==> src/rtl/fpu_ss_pkg.sv <==
// Shared FPU subsystem types and constants.
// Sizes the scoreboard counters, IDs and writeback bundles.
package fpu_ss_pkg;

  localparam int unsigned NB_CORES = 8;
  localparam int unsigned NB_REGS = 32;
  localparam int unsigned MAX_PENDING = 3;
  localparam int unsigned NB_IDS = 16;
  localparam int unsigned MAX_MEM_OUTSTANDING = 4;

  localparam int unsigned SB_CORE_W = $clog2(NB_CORES);
  localparam int unsigned SB_ID_W = $clog2(NB_IDS);
  localparam int unsigned SB_CNT_W = $clog2(MAX_PENDING + 1);
  localparam int unsigned SB_MEM_W = $clog2(MAX_MEM_OUTSTANDING + 1);

  typedef logic [SB_CNT_W-1:0] sb_cnt_t;

  typedef struct packed {
    logic                 valid;
    logic [SB_CORE_W-1:0] core_id;
    logic [4:0]           rd;
    logic                 is_fp;
  } sb_wb_t;

  function automatic logic sb_hit(
    sb_wb_t               w,
    logic [SB_CORE_W-1:0] core,
    logic [4:0]           rd
  );
    return w.valid & w.is_fp & (w.core_id == core) & (w.rd == rd);
  endfunction

endpackage

==> src/rtl/fpu_ss_scoreboard_if.sv <==
// Issue, writeback and commit bundle of the FPU scoreboard.
// The dispatch side is master; the scoreboard is slave.
interface fpu_ss_scoreboard_if;
  import fpu_ss_pkg::*;

  logic                 iss_valid_i;
  logic [SB_CORE_W-1:0] iss_core_id_i;
  logic [SB_ID_W-1:0]   iss_id_i;
  logic [2:0][4:0]      iss_rs_i;
  logic [2:0]           iss_rs_used_i;
  logic [4:0]           iss_rd_i;
  logic                 iss_rd_is_fp_i;
  logic                 iss_is_mem_i;
  logic                 iss_fire_i;
  logic                 iss_stall_o;
  logic                 iss_committed_o;
  logic [2:0]           fwd_fpu_o;
  logic [2:0]           fwd_lsu_o;
  logic                 fpu_wb_valid_i;
  logic [SB_CORE_W-1:0] fpu_wb_core_id_i;
  logic [4:0]           fpu_wb_rd_i;
  logic                 fpu_wb_is_fp_i;
  logic [SB_ID_W-1:0]   fpu_wb_id_i;
  logic                 mem_req_hs_i;
  logic                 mem_res_valid_i;
  logic [SB_CORE_W-1:0] mem_res_core_id_i;
  logic [4:0]           mem_res_rd_i;
  logic                 mem_res_we_i;
  logic                 commit_valid_i;
  logic [SB_ID_W-1:0]   commit_id_i;
  logic                 commit_kill_i;
  logic                 mem_credit_o;
  logic                 err_o;
  logic [31:0]          stall_cnt_o;
  logic [31:0]          fwd_cnt_o;

  modport master (
    output iss_valid_i, iss_core_id_i, iss_id_i, iss_rs_i,
    output iss_rs_used_i, iss_rd_i, iss_rd_is_fp_i,
    output iss_is_mem_i, iss_fire_i,
    output fpu_wb_valid_i, fpu_wb_core_id_i, fpu_wb_rd_i,
    output fpu_wb_is_fp_i, fpu_wb_id_i,
    output mem_req_hs_i, mem_res_valid_i, mem_res_core_id_i,
    output mem_res_rd_i, mem_res_we_i,
    output commit_valid_i, commit_id_i, commit_kill_i,
    input  iss_stall_o, iss_committed_o, fwd_fpu_o, fwd_lsu_o,
    input  mem_credit_o, err_o, stall_cnt_o, fwd_cnt_o
  );

  modport slave (
    input  iss_valid_i, iss_core_id_i, iss_id_i, iss_rs_i,
    input  iss_rs_used_i, iss_rd_i, iss_rd_is_fp_i,
    input  iss_is_mem_i, iss_fire_i,
    input  fpu_wb_valid_i, fpu_wb_core_id_i, fpu_wb_rd_i,
    input  fpu_wb_is_fp_i, fpu_wb_id_i,
    input  mem_req_hs_i, mem_res_valid_i, mem_res_core_id_i,
    input  mem_res_rd_i, mem_res_we_i,
    input  commit_valid_i, commit_id_i, commit_kill_i,
    output iss_stall_o, iss_committed_o, fwd_fpu_o, fwd_lsu_o,
    output mem_credit_o, err_o, stall_cnt_o, fwd_cnt_o
  );

endinterface

==> src/rtl/fpu_ss_sat_counter.sv <==
// Up/down counter clamped to [0, MAX].
// err_o pulses in any cycle an update would leave that range.
module fpu_ss_sat_counter #(
  parameter int unsigned W = 3,
  parameter logic [W-1:0] MAX = '1
) (
  input  logic         clk_i,
  input  logic         rst_ni,
  input  logic         inc_i,
  input  logic         dec_i,
  output logic [W-1:0] cnt_o,
  output logic         err_o
);

  logic [W-1:0] cnt_q, cnt_d;

  always_comb begin
    cnt_d = cnt_q;
    err_o = 1'b0;
    if (inc_i && !dec_i) begin
      if (cnt_q == MAX) err_o = 1'b1;
      else cnt_d = cnt_q + 1'b1;
    end else if (dec_i && !inc_i) begin
      if (cnt_q == '0) err_o = 1'b1;
      else cnt_d = cnt_q - 1'b1;
    end
  end

  always_ff @(posedge clk_i or negedge rst_ni) begin
    if (!rst_ni) cnt_q <= '0;
    else cnt_q <= cnt_d;
  end

  assign cnt_o = cnt_q;

endmodule

==> src/rtl/fpu_ss_scoreboard.sv <==
// Multi-core pending-write scoreboard for the shared FPU.
// FPU_SS_SB_STATS_EN adds stall and forward cycle counters.
module fpu_ss_scoreboard
  import fpu_ss_pkg::*;
#(
  parameter bit FORWARDING = 1'b1
) (
  input logic                clk_i,
  input logic                rst_ni,
  fpu_ss_scoreboard_if.slave sb
);

  localparam logic signed [SB_CNT_W+1:0] S_ONE = 1;
  localparam logic signed [SB_CNT_W+1:0] S_MAX = MAX_PENDING;

  sb_cnt_t cnt_q [NB_CORES][NB_REGS];
  sb_cnt_t cnt_d [NB_CORES][NB_REGS];
  logic signed [SB_CNT_W+1:0] sum;
  logic pend_err, mem_err, err_q;
  logic [NB_IDS-1:0] id_q, id_d;
  logic [SB_MEM_W-1:0] mem_cnt;
  sb_wb_t iss_wb, fpu_wb, lsu_wb;
  logic [2:0] dep, fwd_f, fwd_l;
  logic rd_full, rd_dec;

  assign iss_wb = '{sb.iss_fire_i, sb.iss_core_id_i,
                    sb.iss_rd_i, sb.iss_rd_is_fp_i};
  assign fpu_wb = '{sb.fpu_wb_valid_i, sb.fpu_wb_core_id_i,
                    sb.fpu_wb_rd_i, sb.fpu_wb_is_fp_i};
  assign lsu_wb = '{sb.mem_res_valid_i & sb.mem_res_we_i,
                    sb.mem_res_core_id_i, sb.mem_res_rd_i, 1'b1};

  // Net update per (core, reg): range -2..+1, clamped with error.
  always_comb begin
    cnt_d = cnt_q;
    pend_err = 1'b0;
    sum = '0;
    for (int c = 0; c < NB_CORES; c++) begin
      for (int r = 0; r < NB_REGS; r++) begin
        sum = {2'b00, cnt_q[c][r]};
        if (sb_hit(iss_wb, SB_CORE_W'(c), 5'(r))) sum = sum + S_ONE;
        if (sb_hit(fpu_wb, SB_CORE_W'(c), 5'(r))) sum = sum - S_ONE;
        if (sb_hit(lsu_wb, SB_CORE_W'(c), 5'(r))) sum = sum - S_ONE;
        if (sum[SB_CNT_W+1]) begin
          cnt_d[c][r] = '0;
          pend_err = 1'b1;
        end else if (sum > S_MAX) begin
          pend_err = 1'b1;
        end else begin
          cnt_d[c][r] = sum[SB_CNT_W-1:0];
        end
      end
    end
  end

  always_ff @(posedge clk_i or negedge rst_ni) begin
    if (!rst_ni) begin
      for (int c = 0; c < NB_CORES; c++)
        for (int r = 0; r < NB_REGS; r++)
          cnt_q[c][r] <= '0;
    end else begin
      cnt_q <= cnt_d;
    end
  end

  always_comb begin
    fwd_f = '0;
    fwd_l = '0;
    dep = '0;
    for (int k = 0; k < 3; k++) begin
      if (sb.iss_rs_used_i[k] &&
          cnt_q[sb.iss_core_id_i][sb.iss_rs_i[k]] == sb_cnt_t'(1)) begin
        fwd_f[k] = FORWARDING &
                   sb_hit(fpu_wb, sb.iss_core_id_i, sb.iss_rs_i[k]);
        fwd_l[k] = FORWARDING & ~fwd_f[k] &
                   sb_hit(lsu_wb, sb.iss_core_id_i, sb.iss_rs_i[k]);
      end
      dep[k] = sb.iss_rs_used_i[k] &
               (cnt_q[sb.iss_core_id_i][sb.iss_rs_i[k]] != '0) &
               ~fwd_f[k] & ~fwd_l[k];
    end
  end

  assign rd_dec = sb_hit(fpu_wb, sb.iss_core_id_i, sb.iss_rd_i) |
                  sb_hit(lsu_wb, sb.iss_core_id_i, sb.iss_rd_i);
  assign rd_full = sb.iss_rd_is_fp_i & ~rd_dec &
    (cnt_q[sb.iss_core_id_i][sb.iss_rd_i] == sb_cnt_t'(MAX_PENDING));

  assign sb.fwd_fpu_o = fwd_f;
  assign sb.fwd_lsu_o = fwd_l;
  assign sb.mem_credit_o = mem_cnt < SB_MEM_W'(MAX_MEM_OUTSTANDING);
  assign sb.iss_stall_o = sb.iss_valid_i & ((|dep) | rd_full |
                          (sb.iss_is_mem_i & ~sb.mem_credit_o));

  fpu_ss_sat_counter #(
    .W   (SB_MEM_W),
    .MAX (SB_MEM_W'(MAX_MEM_OUTSTANDING))
  ) i_mem_cnt (
    .clk_i  (clk_i),
    .rst_ni (rst_ni),
    .inc_i  (sb.mem_req_hs_i),
    .dec_i  (sb.mem_res_valid_i),
    .cnt_o  (mem_cnt),
    .err_o  (mem_err)
  );

  // Commit sets after any clear so a same-cycle commit wins.
  always_comb begin
    id_d = id_q;
    if (sb.fpu_wb_valid_i) id_d[sb.fpu_wb_id_i] = 1'b0;
    if (sb.commit_valid_i) id_d[sb.commit_id_i] = ~sb.commit_kill_i;
  end

  always_ff @(posedge clk_i or negedge rst_ni) begin
    if (!rst_ni) begin
      id_q <= '0;
      err_q <= 1'b0;
    end else begin
      id_q <= id_d;
      err_q <= err_q | pend_err | mem_err;
    end
  end

  assign sb.err_o = err_q;
  assign sb.iss_committed_o = id_q[sb.iss_id_i] |
    (sb.commit_valid_i & ~sb.commit_kill_i &
     (sb.commit_id_i == sb.iss_id_i));

`ifdef FPU_SS_SB_STATS_EN
  logic unused_stall_sat, unused_fwd_sat;

  fpu_ss_sat_counter #(.W(32), .MAX('1)) i_stall_cnt (
    .clk_i  (clk_i),
    .rst_ni (rst_ni),
    .inc_i  (sb.iss_valid_i & sb.iss_stall_o),
    .dec_i  (1'b0),
    .cnt_o  (sb.stall_cnt_o),
    .err_o  (unused_stall_sat)
  );

  fpu_ss_sat_counter #(.W(32), .MAX('1)) i_fwd_cnt (
    .clk_i  (clk_i),
    .rst_ni (rst_ni),
    .inc_i  (|{fwd_f, fwd_l}),
    .dec_i  (1'b0),
    .cnt_o  (sb.fwd_cnt_o),
    .err_o  (unused_fwd_sat)
  );
`else
  assign sb.stall_cnt_o = '0;
  assign sb.fwd_cnt_o = '0;
`endif

endmodule
==> src/flat_wrapper.sv <==
// flat-port wrapper written by rule: the top's interface ports become plain ports
module fpu_ss_scoreboard_flat import fpu_ss_pkg::*;
#(
  parameter bit FORWARDING = 1'b1
)
  (clk_i, rst_ni, sb_iss_valid_i, sb_iss_core_id_i, sb_iss_id_i, sb_iss_rs_i, sb_iss_rs_used_i, sb_iss_rd_i, sb_iss_rd_is_fp_i, sb_iss_is_mem_i, sb_iss_fire_i, sb_fpu_wb_valid_i, sb_fpu_wb_core_id_i, sb_fpu_wb_rd_i, sb_fpu_wb_is_fp_i, sb_fpu_wb_id_i, sb_mem_req_hs_i, sb_mem_res_valid_i, sb_mem_res_core_id_i, sb_mem_res_rd_i, sb_mem_res_we_i, sb_commit_valid_i, sb_commit_id_i, sb_commit_kill_i, sb_iss_stall_o, sb_iss_committed_o, sb_fwd_fpu_o, sb_fwd_lsu_o, sb_mem_credit_o, sb_err_o, sb_stall_cnt_o, sb_fwd_cnt_o);
  fpu_ss_scoreboard_if sb_i ();
  input logic clk_i;
  input logic rst_ni;
  input wire logic [$bits(sb_i.iss_valid_i)-1:0] sb_iss_valid_i;
  input wire logic [$bits(sb_i.iss_core_id_i)-1:0] sb_iss_core_id_i;
  input wire logic [$bits(sb_i.iss_id_i)-1:0] sb_iss_id_i;
  input wire logic [$bits(sb_i.iss_rs_i)-1:0] sb_iss_rs_i;
  input wire logic [$bits(sb_i.iss_rs_used_i)-1:0] sb_iss_rs_used_i;
  input wire logic [$bits(sb_i.iss_rd_i)-1:0] sb_iss_rd_i;
  input wire logic [$bits(sb_i.iss_rd_is_fp_i)-1:0] sb_iss_rd_is_fp_i;
  input wire logic [$bits(sb_i.iss_is_mem_i)-1:0] sb_iss_is_mem_i;
  input wire logic [$bits(sb_i.iss_fire_i)-1:0] sb_iss_fire_i;
  input wire logic [$bits(sb_i.fpu_wb_valid_i)-1:0] sb_fpu_wb_valid_i;
  input wire logic [$bits(sb_i.fpu_wb_core_id_i)-1:0] sb_fpu_wb_core_id_i;
  input wire logic [$bits(sb_i.fpu_wb_rd_i)-1:0] sb_fpu_wb_rd_i;
  input wire logic [$bits(sb_i.fpu_wb_is_fp_i)-1:0] sb_fpu_wb_is_fp_i;
  input wire logic [$bits(sb_i.fpu_wb_id_i)-1:0] sb_fpu_wb_id_i;
  input wire logic [$bits(sb_i.mem_req_hs_i)-1:0] sb_mem_req_hs_i;
  input wire logic [$bits(sb_i.mem_res_valid_i)-1:0] sb_mem_res_valid_i;
  input wire logic [$bits(sb_i.mem_res_core_id_i)-1:0] sb_mem_res_core_id_i;
  input wire logic [$bits(sb_i.mem_res_rd_i)-1:0] sb_mem_res_rd_i;
  input wire logic [$bits(sb_i.mem_res_we_i)-1:0] sb_mem_res_we_i;
  input wire logic [$bits(sb_i.commit_valid_i)-1:0] sb_commit_valid_i;
  input wire logic [$bits(sb_i.commit_id_i)-1:0] sb_commit_id_i;
  input wire logic [$bits(sb_i.commit_kill_i)-1:0] sb_commit_kill_i;
  output wire logic [$bits(sb_i.iss_stall_o)-1:0] sb_iss_stall_o;
  output wire logic [$bits(sb_i.iss_committed_o)-1:0] sb_iss_committed_o;
  output wire logic [$bits(sb_i.fwd_fpu_o)-1:0] sb_fwd_fpu_o;
  output wire logic [$bits(sb_i.fwd_lsu_o)-1:0] sb_fwd_lsu_o;
  output wire logic [$bits(sb_i.mem_credit_o)-1:0] sb_mem_credit_o;
  output wire logic [$bits(sb_i.err_o)-1:0] sb_err_o;
  output wire logic [$bits(sb_i.stall_cnt_o)-1:0] sb_stall_cnt_o;
  output wire logic [$bits(sb_i.fwd_cnt_o)-1:0] sb_fwd_cnt_o;
  assign sb_i.iss_valid_i = sb_iss_valid_i;
  assign sb_i.iss_core_id_i = sb_iss_core_id_i;
  assign sb_i.iss_id_i = sb_iss_id_i;
  assign sb_i.iss_rs_i = sb_iss_rs_i;
  assign sb_i.iss_rs_used_i = sb_iss_rs_used_i;
  assign sb_i.iss_rd_i = sb_iss_rd_i;
  assign sb_i.iss_rd_is_fp_i = sb_iss_rd_is_fp_i;
  assign sb_i.iss_is_mem_i = sb_iss_is_mem_i;
  assign sb_i.iss_fire_i = sb_iss_fire_i;
  assign sb_i.fpu_wb_valid_i = sb_fpu_wb_valid_i;
  assign sb_i.fpu_wb_core_id_i = sb_fpu_wb_core_id_i;
  assign sb_i.fpu_wb_rd_i = sb_fpu_wb_rd_i;
  assign sb_i.fpu_wb_is_fp_i = sb_fpu_wb_is_fp_i;
  assign sb_i.fpu_wb_id_i = sb_fpu_wb_id_i;
  assign sb_i.mem_req_hs_i = sb_mem_req_hs_i;
  assign sb_i.mem_res_valid_i = sb_mem_res_valid_i;
  assign sb_i.mem_res_core_id_i = sb_mem_res_core_id_i;
  assign sb_i.mem_res_rd_i = sb_mem_res_rd_i;
  assign sb_i.mem_res_we_i = sb_mem_res_we_i;
  assign sb_i.commit_valid_i = sb_commit_valid_i;
  assign sb_i.commit_id_i = sb_commit_id_i;
  assign sb_i.commit_kill_i = sb_commit_kill_i;
  assign sb_iss_stall_o = sb_i.iss_stall_o;
  assign sb_iss_committed_o = sb_i.iss_committed_o;
  assign sb_fwd_fpu_o = sb_i.fwd_fpu_o;
  assign sb_fwd_lsu_o = sb_i.fwd_lsu_o;
  assign sb_mem_credit_o = sb_i.mem_credit_o;
  assign sb_err_o = sb_i.err_o;
  assign sb_stall_cnt_o = sb_i.stall_cnt_o;
  assign sb_fwd_cnt_o = sb_i.fwd_cnt_o;
  fpu_ss_scoreboard #(.FORWARDING(FORWARDING)) u_core (.clk_i(clk_i), .rst_ni(rst_ni), .sb(sb_i));
endmodule
==> config.mk <==
export PLATFORM = sky130hd
export DESIGN_NAME = fpu_ss_scoreboard_flat
export DESIGN_NICKNAME = d
export VERILOG_FILES = /design/src/rtl/fpu_ss_pkg.sv /design/src/rtl/fpu_ss_scoreboard_if.sv /design/src/rtl/fpu_ss_sat_counter.sv /design/src/rtl/fpu_ss_scoreboard.sv /design/src/flat_wrapper.sv
export SDC_FILE = /design/constraint.sdc
export NUM_CORES = 2
export LEC_CHECK = 0
export BUFFER_PORTS_ARGS = -buffer_cell sky130_fd_sc_hd__buf_4
export CAP_MARGIN = 20
export CORE_ASPECT_RATIO = 1.1
export CORE_UTILIZATION = 35
export CTS_CLUSTER_SIZE = 14
export DETAILED_ROUTE_END_ITERATION = 8
export MAX_ROUTING_LAYER = met4
export PLACE_DENSITY = 0.6
export SLEW_MARGIN = 0
export SYNTH_ARGS = -nofsm -noshare
export SYNTH_HDL_FRONTEND = slang
export SYNTH_SLANG_ARGS = --single-unit
==> constraint.sdc <==
create_clock -name clk_i -period 6.19 [get_ports clk_i]
set_input_delay 0.619 -clock clk_i [delete_from_list [all_inputs] [get_ports clk_i]]
set_output_delay 0.619 -clock clk_i [all_outputs]
set_load 0.1 [all_outputs]
==> out/qor.yml <==
hold_viol_final: 0
start_util_pct: 35.18
pwr-share-clk_pct: 27.9
startpoint_type: "input port"
die_w_um: 485.8
io_pins: 141
synthMostInstantiatedCell: "nor2_1"
p_sw_mw: 9.486
grtUsageMet3_pct: 17.37
syn_inst: 11288
netlist_area_um2: 90120
tns_ns: 0
gr-total-overflow: 0
nNetsFinal: 13379
skew_ns: 0.02617
rsz0062_at_grt: "no"
num_rows: 195
area_delta_synth_final_pct: 23.04
final-max-slew-violation-count: 0
synthTopCellsByArea: "dfrtp_1 (15%), ha_1 (11%), xnor2_1 (8.7%), mux2i_1 (6.4%), xor2_1 (5.8%)"
ys_seq_elements: 532
finalCriticalPeriod_ns: 5.911
worstHoldPathType: "input port to flip-flop"
busiest_layer: "met2"
route.antenna.remaining_nets: 0
tritoncts: "done"
dp.cells: 15797
synth-simple-area-share_pct: 28.76
setup_viol: 0
synth_edf_count: 0
synth-compound-area-share_pct: 13.10
htree_levels: 3
cellLeakagePower_nw: 45.05
insertion_delay_ns: 0.80
gp_congestion: 1.147
internal_power_mw: 11.34
grt_use_met2_pct: 68.78
remaining_drc_errors: 0
fillers: 25946
synth_ff_type: "dfrtp_1"
outcome: "complete, no violations"
drive_above_1_share_pct: 21.63
wl_um: 667300
via_count: 106740
clock_sinks: 532
synth-xor-area-share_pct: 14.71
synth.area.mux_share_pct: 13.76
seqPwrFrac_pct: 25.9
drt_first_pass_iters: 7
synth_adder_area_share_pct: 10.71
critPathRequiredTime_ns: 6.84
hold_slack_ns: 0.1514
grt_max_degree: 123
die_y_um: 534.2
grt.met1_usage_pct: 59.85
ys_seq_area_share_pct: 14.77
synthTopCellsByCount: "nor2_1 (1251), nand2_1 (1140), xnor2_1 (894)"
avgSynthCellArea_um2: 7.983
fmax_ghz: 0.1692
finalCritPeriodShare_pct: 95.49
netlist.area_leader.share_pct: 14.77
drv_cap: 0
clk_pin_slew_ns: 0.06
final_util_pct: 43.28
yosysWarnings: 0
ir_worst_vdd_uv: 215.3
critPathKind: "input port to flip-flop"
setup_ws_ns: 0.2793
switching_share_pct: 45.55
io_buffers: 76
numCtsBuffers: 87
clk_path_buf_depth: 3
grt_usage_pct: 51.25
grt_antenna_before_repair: 166
yosysUniqueCellTypes: 111
finalNonFillerCells: 16110
worst_pin_slew_ns: 1.366
cp_max_fo: 7
hpwl_um: 535800
place_ws_ns: -0.6242
slew_headroom_pct: 8.146
combPwrFrac_pct: 46.2
die-area_um2: 259500
drt_iter0_drc: 15377
vias_per_cell: 6.626
cp.arrival_ns: 6.56
postCtsSetupBuffers: 0
synth_top_family_by_area: "simple AND/OR/NAND/NOR gates"
routedWlPerCell_um: 41.42
cts_root_buf: "clkbuf_16"
power_density_nw_per_um2: 187.8
synth_top_area_cell: "dfrtp_1"
grt_pass1_vias: 96793
grt_pass1_wl_um: 873700
core_area_um2: 256200
ys_async_sr_fraction_pct: 100.0
crit_path_end_kind: "flip-flop"
per-layer routing:
| layer | routed length (µm) | vias to the layer above |
|---|---|---|
| met5 | 0 | - |
| met4 | 73230 | 0 |
| met3 | 86370 | 2108 |
| met2 | 259900 | 7434 |
| met1 | 247800 | 52429 |
| li1 | - | 44769 |
cells by family after synthesis:
family / count (synthesis)
other: 1
AO/OA/AOI/OAI: 1703
AND/OR/NAND/NOR: 4938
adder cells (fa/ha/maj): 771
multiplexers: 1001
XOR/XNOR: 1502
flip-flops: 532
buffers and inverters: 840
final timing paths:
| check | slack (ns) | start | cells past startpoint | end |
|---|---|---|---|---|
| hold reg to reg | 0.53 | u_core.id_q[0] | 2 | u_core.id_q[0] |
| min in group asynchronous | 0.45 | rst_ni | 2 | u_core.i_mem_cnt.cnt_o[0] |
| hold / removal | 0.15 | sb_fpu_wb_id_i[0] | 3 | u_core.id_q[14] |
| max in group asynchronous | 4.21 | rst_ni | 3 | u_core.cnt_q[271] |
| setup / recovery | 0.28 | sb_iss_rd_i[2] | 19 | u_core.sb.err_o |
| setup reg to reg | 0.57 | u_core.cnt_q[246] | 16 | u_core.sb.err_o |
what timing repair did:
item | 4_1_cts | 5_1_grt
hold buffers | 1 | 0
setup endpoints to repair | 0 | 1
endpoints found under the hold margin | 62 | 0
gates resized for setup | 0 | 2
layout make-up:
cell class	instances	area (µm²)	area share (%)
Antenna cell	154	385.4	0.3476
Clock buffer	120	2638	2.379
Clock inverter	35	459.2	0.4141
Inverter	179	671.9	0.6060
Multi-Input combinational cell	9979	74150	66.88
Sequential cell	532	13310	12.01
Tap cell	3349	4190	3.779
Timing Repair Buffer	1762	15070	13.59
through the flow:
step,total power [mW],area [µm²]
2_1_floorplan,10.92,90370
3_3_place_gp,14.70,107300
3_5_place_dp,14.61,107400
4_1_cts,20.45,110500
5_1_grt,21.67,110800
6_report,20.82,110900
power by group through the flow:
stage,registers [mW],clock network (mW),logic [mW]
after detailed placement,5.36,0,9.25
after CTS,5.30,5.83,9.32
after global routing,5.41,5.91,10.3
after global placement,5.38,0,9.31
after floorplan,4.73,0,6.19
final,5.39,5.81,9.62
state kept, by name, summed over array words and instances, names as in the netlist:
register	count
u_core.sb.err_o	1
u_core.id_q	16
u_core.i_mem_cnt.cnt_o	3
u_core.cnt_q	512
critical path, stage by stage:
cell	delay, ns
buf_4	0.15
or3b_2	0.52
nor4_2	0.30
buf_4	0.20
mux2i_1	0.25
ha_1	0.18
or3b_2	0.44
nor4_1	0.23
xor2_1	0.13
nor3b_1	0.18
or4b_2	0.65
nor4_2	0.36
buf_4	0.21
nand4_1	0.27
buf_4	0.27
or4_1	0.56
or4_1	0.55
nor4_1	0.32
nand4_1	0.17
layout by cell type (no fill, tap or decap), drive strengths merged, types with 76 or more instances in the layout:
master  netlist  final
buf         385   1760
nor2       1251   1251
nand2      1142   1142
xnor2       894    894
ha          770    770
xor2        601    601
mux2i       573    573
dfrtp       532    532
nand3       481    481
nor4        475    475
nand4       409    409
nor3        333    333
o21ai       327    327
a21oi       306    306
mux2        264    264
inv         178    179
a211oi      178    178
mux4        164    164
diode         0    154
clkbuf      276    121
or3         120    120
nand3b      109    109
o211ai      103    103
o31ai        90     90
a31oi        87     87
nor3b        86     86
and3         78     78
nor2b        77     77
nand2b       76     76
(Power assumes the default switching activity.)
